`src/rtl/pc_fetch_unit.sv`:
```
// ---------------------------------------------------------------------------
// pc_fetch_unit
//   Program counter and fetch sequencer. Advances the PC on accepted fetches,
//   applies branch redirects (directly, or deferred through a pending-target
//   register when a stall coincides with a taken branch), and issues a
//   one-cycle flush pulse whenever a redirect lands on pc_out.
//
// Parameters
//   XLEN          datapath / PC width
//   RESET_VECTOR  PC value loaded on reset
//
// Ports
//   clk           core clock, rising edge
//   rst_n         asynchronous active-low reset
//   to_branch     branch-taken decision for the instruction at pc_out
//   branch_offset sign-extended, pre-shifted byte offset
//   stall         freezes the PC and parks the sequencer in HOLD
//   imem_ready    instruction memory accepts the current fetch
//   pc_out        current fetch address (registered)
//   pc_plus4      pc_out + 4 (combinational)
//   fetch_req     fetch request to instruction memory (registered)
//   flush         one-cycle pulse after a branch target is loaded
//   misalign_err  one-cycle pulse after a misaligned target is suppressed
//
// Build option
//   MISALIGN_CHECK_EN  when defined, targets with target[1:0] != 0 are
//                      suppressed (PC falls through to pc_plus4) and flagged
//                      on misalign_err. When undefined, targets are used
//                      as-is and misalign_err stays 0.
// ---------------------------------------------------------------------------
module pc_fetch_unit #(
    parameter int unsigned     XLEN         = 64,
    parameter logic [XLEN-1:0] RESET_VECTOR = '0
) (
    input  logic            clk,
    input  logic            rst_n,
    input  logic            to_branch,
    input  logic [XLEN-1:0] branch_offset,
    input  logic            stall,
    input  logic            imem_ready,
    output logic [XLEN-1:0] pc_out,
    output logic [XLEN-1:0] pc_plus4,
    output logic            fetch_req,
    output logic            flush,
    output logic            misalign_err
);

    typedef enum logic [1:0] {
        BOOT  = 2'd0,
        FETCH = 2'd1,
        HOLD  = 2'd2
    } state_t;

    state_t          state;
    logic [XLEN-1:0] target;
    logic [XLEN-1:0] pend_target;
    logic            pend_valid;
    logic            target_bad;
    logic            take_branch;
    logic            bad_branch;

    assign pc_plus4 = pc_out + XLEN'(4);
    assign target   = pc_out + branch_offset;

`ifdef MISALIGN_CHECK_EN
    assign target_bad = (target[1:0] != 2'b00);
`else
    assign target_bad = 1'b0;
`endif

    // A misaligned target is treated as not-taken plus an error pulse.
    assign take_branch = to_branch & ~target_bad;
    assign bad_branch  = to_branch &  target_bad;

    always_ff @(posedge clk or negedge rst_n) begin
        if (!rst_n) begin
            state        <= BOOT;
            pc_out       <= RESET_VECTOR;
            pend_target  <= '0;
            pend_valid   <= 1'b0;
            fetch_req    <= 1'b0;
            flush        <= 1'b0;
            misalign_err <= 1'b0;
        end else begin
            flush        <= 1'b0;
            misalign_err <= 1'b0;
            case (state)
                BOOT: begin
                    state     <= FETCH;
                    fetch_req <= 1'b1;
                end
                FETCH: begin
                    if (stall) begin
                        // Stall wins over accept; a taken branch is parked
                        // until the stall releases.
                        state     <= HOLD;
                        fetch_req <= 1'b0;
                        if (take_branch) begin
                            pend_target <= target;
                            pend_valid  <= 1'b1;
                        end
                        misalign_err <= bad_branch;
                    end else if (imem_ready) begin
                        if (take_branch) begin
                            pc_out <= target;
                            flush  <= 1'b1;
                        end else begin
                            pc_out <= pc_plus4;
                        end
                        misalign_err <= bad_branch;
                    end
                end
                HOLD: begin
                    if (!stall) begin
                        state     <= FETCH;
                        fetch_req <= 1'b1;
                        if (pend_valid) begin
                            pc_out     <= pend_target;
                            pend_valid <= 1'b0;
                            flush      <= 1'b1;
                        end
                    end
                end
                default: begin
                    state     <= BOOT;
                    fetch_req <= 1'b0;
                end
            endcase
        end
    end

endmodule

```
`config.mk`:
```
export PLATFORM = sky130hd
export DESIGN_NAME = pc_fetch_unit
export DESIGN_NICKNAME = d
export VERILOG_FILES = /design/src/rtl/pc_fetch_unit.sv
export SDC_FILE = /design/constraint.sdc
export NUM_CORES = 1
export LEC_CHECK = 0
export ABC_CLOCK_PERIOD_IN_PS = 3400
export CORE_UTILIZATION = 36
export DETAILED_ROUTE_END_ITERATION = 10
export REMOVE_ABC_BUFFERS = 1
export SYNTH_ARGS = -nofsm -noshare
export SYNTH_HDL_FRONTEND = slang
export SYNTH_SLANG_ARGS = --single-unit
```
`constraint.sdc`:
```
create_clock -name clk -period 3.4 [get_ports clk]
set_clock_uncertainty 0.05 [all_clocks]
set_input_delay 0.68 -clock clk [delete_from_list [all_inputs] [get_ports clk]]
set_output_delay 0.68 -clock clk [all_outputs]
set_load 0.03 [all_outputs]
```
; Word-level counts from Yosys, hierarchy flattened
; Cells that the tools add are included.
[totals]
memories = 0
elab_cells = 44
latchBits = 0
rom_bits = 0
output_inout_bits = 131
ff_bits = 133
mem_bits_rw = 0
input_bits = 69
[op_classes]
n_reduce_logical = 6
n_mul = 0
muxes = 22
n_eq_ne = 8
div_mod_pow = 0
n_shift = 0
order_cmp = 0
bitwise = 0
n_addsub = 2
[ops]
columns = op, count
row1 = two-way mux 64 bit, 5
row2 = one-hot mux 64 bit (2 select lines), 1
row3 = "adder 64 x 3 -> 64 bit, second input constant", 1
row4 = adder 64 bit, 1
row5 = "inequality test 2 bit, second input constant", 6
row6 = two-way mux 1 bit, 10
row7 = one-hot mux 2 bit (3 select lines), 1
row8 = AND reduction 5 bit, 1
row9 = two-way mux 2 bit, 2
row10 = one-hot mux 1 bit (2 select lines), 2
row11 = AND reduction 4 bit, 1
row12 = one-hot mux 1 bit (3 select lines), 1
row13 = AND reduction 3 bit, 1
row14 = "== test 2 x 1 -> 1 bit, second input constant", 1
row15 = "== test 2 bit, second input constant", 1
row16 = logical NOT 2 bit, 1
row17 = AND reduction 2 bit, 1
row18 = nonzero test 2 bit, 1

; Logic depth before layout (Yosys ltp)
[logic_depth]
depth_word = 5
ltp_mapped = 13
mapped_depth_nobuf = 13

; Worst setup path after synthesis
; OpenSTA, ideal clock, no wires.
[synth_path]
path_type = reg-to-output
start = reg pc_out[28]
end = out pc_plus4[60]
path_buffers = 1
path_stages_with_launch = 9
t_arrival_ns = 2.769
required_time_ns = 2.670
slack_ns = -0.099
path_cell_list = dfrtp_1 > nand4_2 > nor4_4 > nand4_2 > or4_1 > buf_6 > nor2_4 > and4_4 > xor2_1
[synth_between]
elab_chain_len = 1
[synth_lines]
columns = item, line_no
row1 = start: declaration, 41  ; output logic [XLEN-1:0] pc_out,
row2 = start signal: assignment, 105  ; pc_out <= target;
row3 = start signal: assignment, 108  ; pc_out <= pc_plus4;
row4 = start signal: assignment, 118  ; pc_out <= pend_target;
row5 = adder 64 x 3 -> 64 bit, 62  ; assign pc_plus4 = pc_out + XLEN'(4);
row6 = end: declaration, 42  ; output logic [XLEN-1:0] pc_plus4,
; Every way passes these cells.

; Worst setup path in the final report
[layout_path]
start = reg pc_out[4]
end = out pc_plus4[62]
; The elaborated chain is that of the path after synthesis.

==> impl_results.md <==
* Post-synthesis sequential area ratio at 29.6%
* RSZ-0062 raised after global routing: yes
* Root buffer cell: clkbuf_16
* Die W at 178 um
* Clock Tree Buf Depth at 2
* Vias in the first global route at 12,500
* Slew headroom at about three fifths
* Count of cell types in the netlist at between 80 and 90
* Antenna-violating nets left at 0
* Max FO, Critical Path at 3
* Mapped Avg Cell Area at roughly 8 sq um
* Commonest cells post-synth: nand2_1, o21ai_0, dfrtp_1, a21oi_1, nor2_1
* Crit share post-route at 105%
* Final Cell Area at about 18,000 sq um
* Pin count of the biggest net entering global routing at between 60 and 70
* Setup TNS Final at -846 ps
* Synth area leaders: dfrtp_1, nand2_1, ha_1, o21ai_0, xnor2_1
* CP required at 2670 ps
* Async S/R FF share, synth at 100%
* Net Sw Frac at between 40% and 50%
* Layout cells sized above 1 at 30.2%
* CTS tree: yes
* Final hold vios at 0
* Count leader, synth: nand2_1
* Slew Viols, Final at 0
* Tot Pwr at around 20,000 uW
* Routed len/inst at ~19 um
* Peak supply drop at a little under 0.5 mV
* IO Pins at 200
* Area added between synthesis and finish at 61.4%
* Clock H-tree levels at 4
* Placer Congestion at 0.942
* Hold_buf cts at 0
* CTS clock-pin slew for the worst setup and hold paths at 70 ps
* Grt total ovfl at 0
* Final min period at 3580 ps
* Synthesized cell area at around 11,000 sq um
* Slack of the critical path at -178 ps
* Seq cells post-synth at approximately 130
* Number of inserted diodes at 0
* Final setup violation count at 13
* Layout Nets at 2,046
* Global-route wire length before repair at 69,300 um
* Arr. time, crit path at between 2000 and 3000 ps
* CTS Buf Count at 17
* # port buffers at 198
* Number of core rows at 64
* Worst slew pin tran at between 600 and 700 ps
* Post-layout util at 58.9%
* Internal power at approximately 10,000 uW
* Iteration-0 DRC Markers at just under 1,000
* EDFF count, synth at 0
* Core footprint at around 31,000 sq um
* Yosys top cell area share at between 20% and 30%
* Initial core utilization at a little over a third
* Die area at 31,700 sq um
* Max Cap Violations at 0
* Combinational Power Share at between 70% and 80%
* Via density at between 5 and 6
* Final wirelength at between 40,000 and 50,000 um
* Worst setup SP type: flop
* Worst min-delay path class: in -> async
* Dominant cell type by area after synthesis: dfrtp_1
* Failing checks: setup timing
* Clock share of power at roughly a tenth
* Status: finished with violations
* Ys Warns at 0
* Initial antenna violation count at 0
* Die Height at approximately 180 um
* Cells after Synth at between 1,000 and 1,500
* P_sw at 9590 uW
* Clk sink count at about 130
* Area after DPL at 16,000 sq um
* FF-to-FF setup slack at approximately 100 ps
* Critical R2R Capture: pend_target[62]
* Vias at 12,800
* Crit end category: primary output
* Fmax at around 280 MHz
* Latest clock arrival within the worst-skew pair at ~440 ps
* Reg-to-reg startpoint: pc_out[14]
* Worst Reg-to-Reg Cells at 13
* Pre-Repair DR Iteration Count at 5
* Lkg Pwr at between 0.008 and 0.009 uW
* DRC errors left at 0
* Dpl hpwl at about 34,000 um
* Synth Flop Type: dfrtp_1
* Setup CP Type: reg -> out
* PwrDens at ~1100 nW/um^2
* All-layer global routing usage at 28.4%
* Sequential share of power at 15.1%
## registers in the layout, summed over array words and instances, names as in the netlist
signal       count
pc_out          64
pend_target     64
state            2
flush            1
pend_valid       1
## worst max-delay path by stage
| stage | cells after the start | to | from |
|---|---|---|---|
| 2_1_floorplan | 7 | pc_out[63] | state[0] |
| 6_report | 8 | pc_plus4[62] | pc_out[4] |
| 5_1_grt | 8 | pc_plus4[62] | pc_out[4] |
| 3_3_place_gp | 15 | pc_out[59] | branch_offset[22] |
| 3_5_place_dp | 15 | pc_out[59] | branch_offset[22] |
| 4_1_cts | 9 | pc_plus4[62] | pc_out[7] |
## cells by family after synthesis
| family | after synthesis | synth area share, % |
|---|---|---|
| and+or+nand+nor | 506 | 21.3 |
| DFF | 132 | 29.6 |
| other | 1 | 0.0337 |
| adders and majority gates | 68 | 7.70 |
| muxes | 14 | 1.28 |
| AOI/OAI and AO/OA | 456 | 26.4 |
| xor gates and xnor gates | 118 | 9.34 |
| buffers and inverters | 117 | 4.30 |
## per-stage QoR
stage               cells  hold slack, ps  worst slack (ps)
global placement     2237             400              -568
floorplan            1328             334              -967
finish               2317             181              -178
CTS                  2304             208              -248
global route         2317             233              -232
detailed placement   2237             408              -689
## power by group through the flow
stage	Clock, uW	Combinational [uW]	Sequential [uW]
floorplan	0	6420	3770
global placement	0	13600	2970
detailed placement	0	13800	2990
CTS	1930	14400	2990
global route	2010	16200	3100
finish	1920	15000	3010
## placed cells by master, fill, tap and decap left out, drive strengths merged, types with 14 or more instances in the layout
cell type and count:
a211oi 21, a21o 31, a21oi 109, a31oi 14
and2 20, and3 23, buf 408, clkbuf 18
clkdlybuf4s50 138, dfrtp 132, ha 67, inv 37
nand2 235, nand3 32, nand4 40, nor2 97
nor3 20, o211ai 17, o21ai 151, xnor2 83
xor2 35
## what timing repair did
item / in CTS / in global routing
pin swaps: 50 / 51
resized for setup: 119 / 77
buffers inserted: 37 / 16
endpoints found under the setup margin: 77 / 83
## area by class of cell
cell class	instances	area [sq um]
clock buffer	18	429
tap	396	495
multi-input combinational	1163	8300
timing repair buffer	562	5180
fill	2738	12500
clock inverter	13	150
inverter	33	124
sequential	132	3310
## worst max-delay path, stage by stage (launching register included)
cell and delay [ps]:
dfrtp_1 350, and4_4 240, and4_4 260, nand4_4 150, or4_4 640, buf_6 160, nor3_4 180, xor2_2 280
buf_12 160
## metal layers
metal / wire, um / global-route usage (%) / vias up / share of wire (%)
li1: - / - / 6097 / -
met1: 19900 / 38.5 / 6182 / 44
met2: 20800 / 45.5 / 457 / 46
met3: 2520 / 3.41 / 88 / 5.6
met4: 1740 / 11.3 / 0 / 3.9
met5: 0 / 0 / - / 0
(Power assumes the default switching activity.)
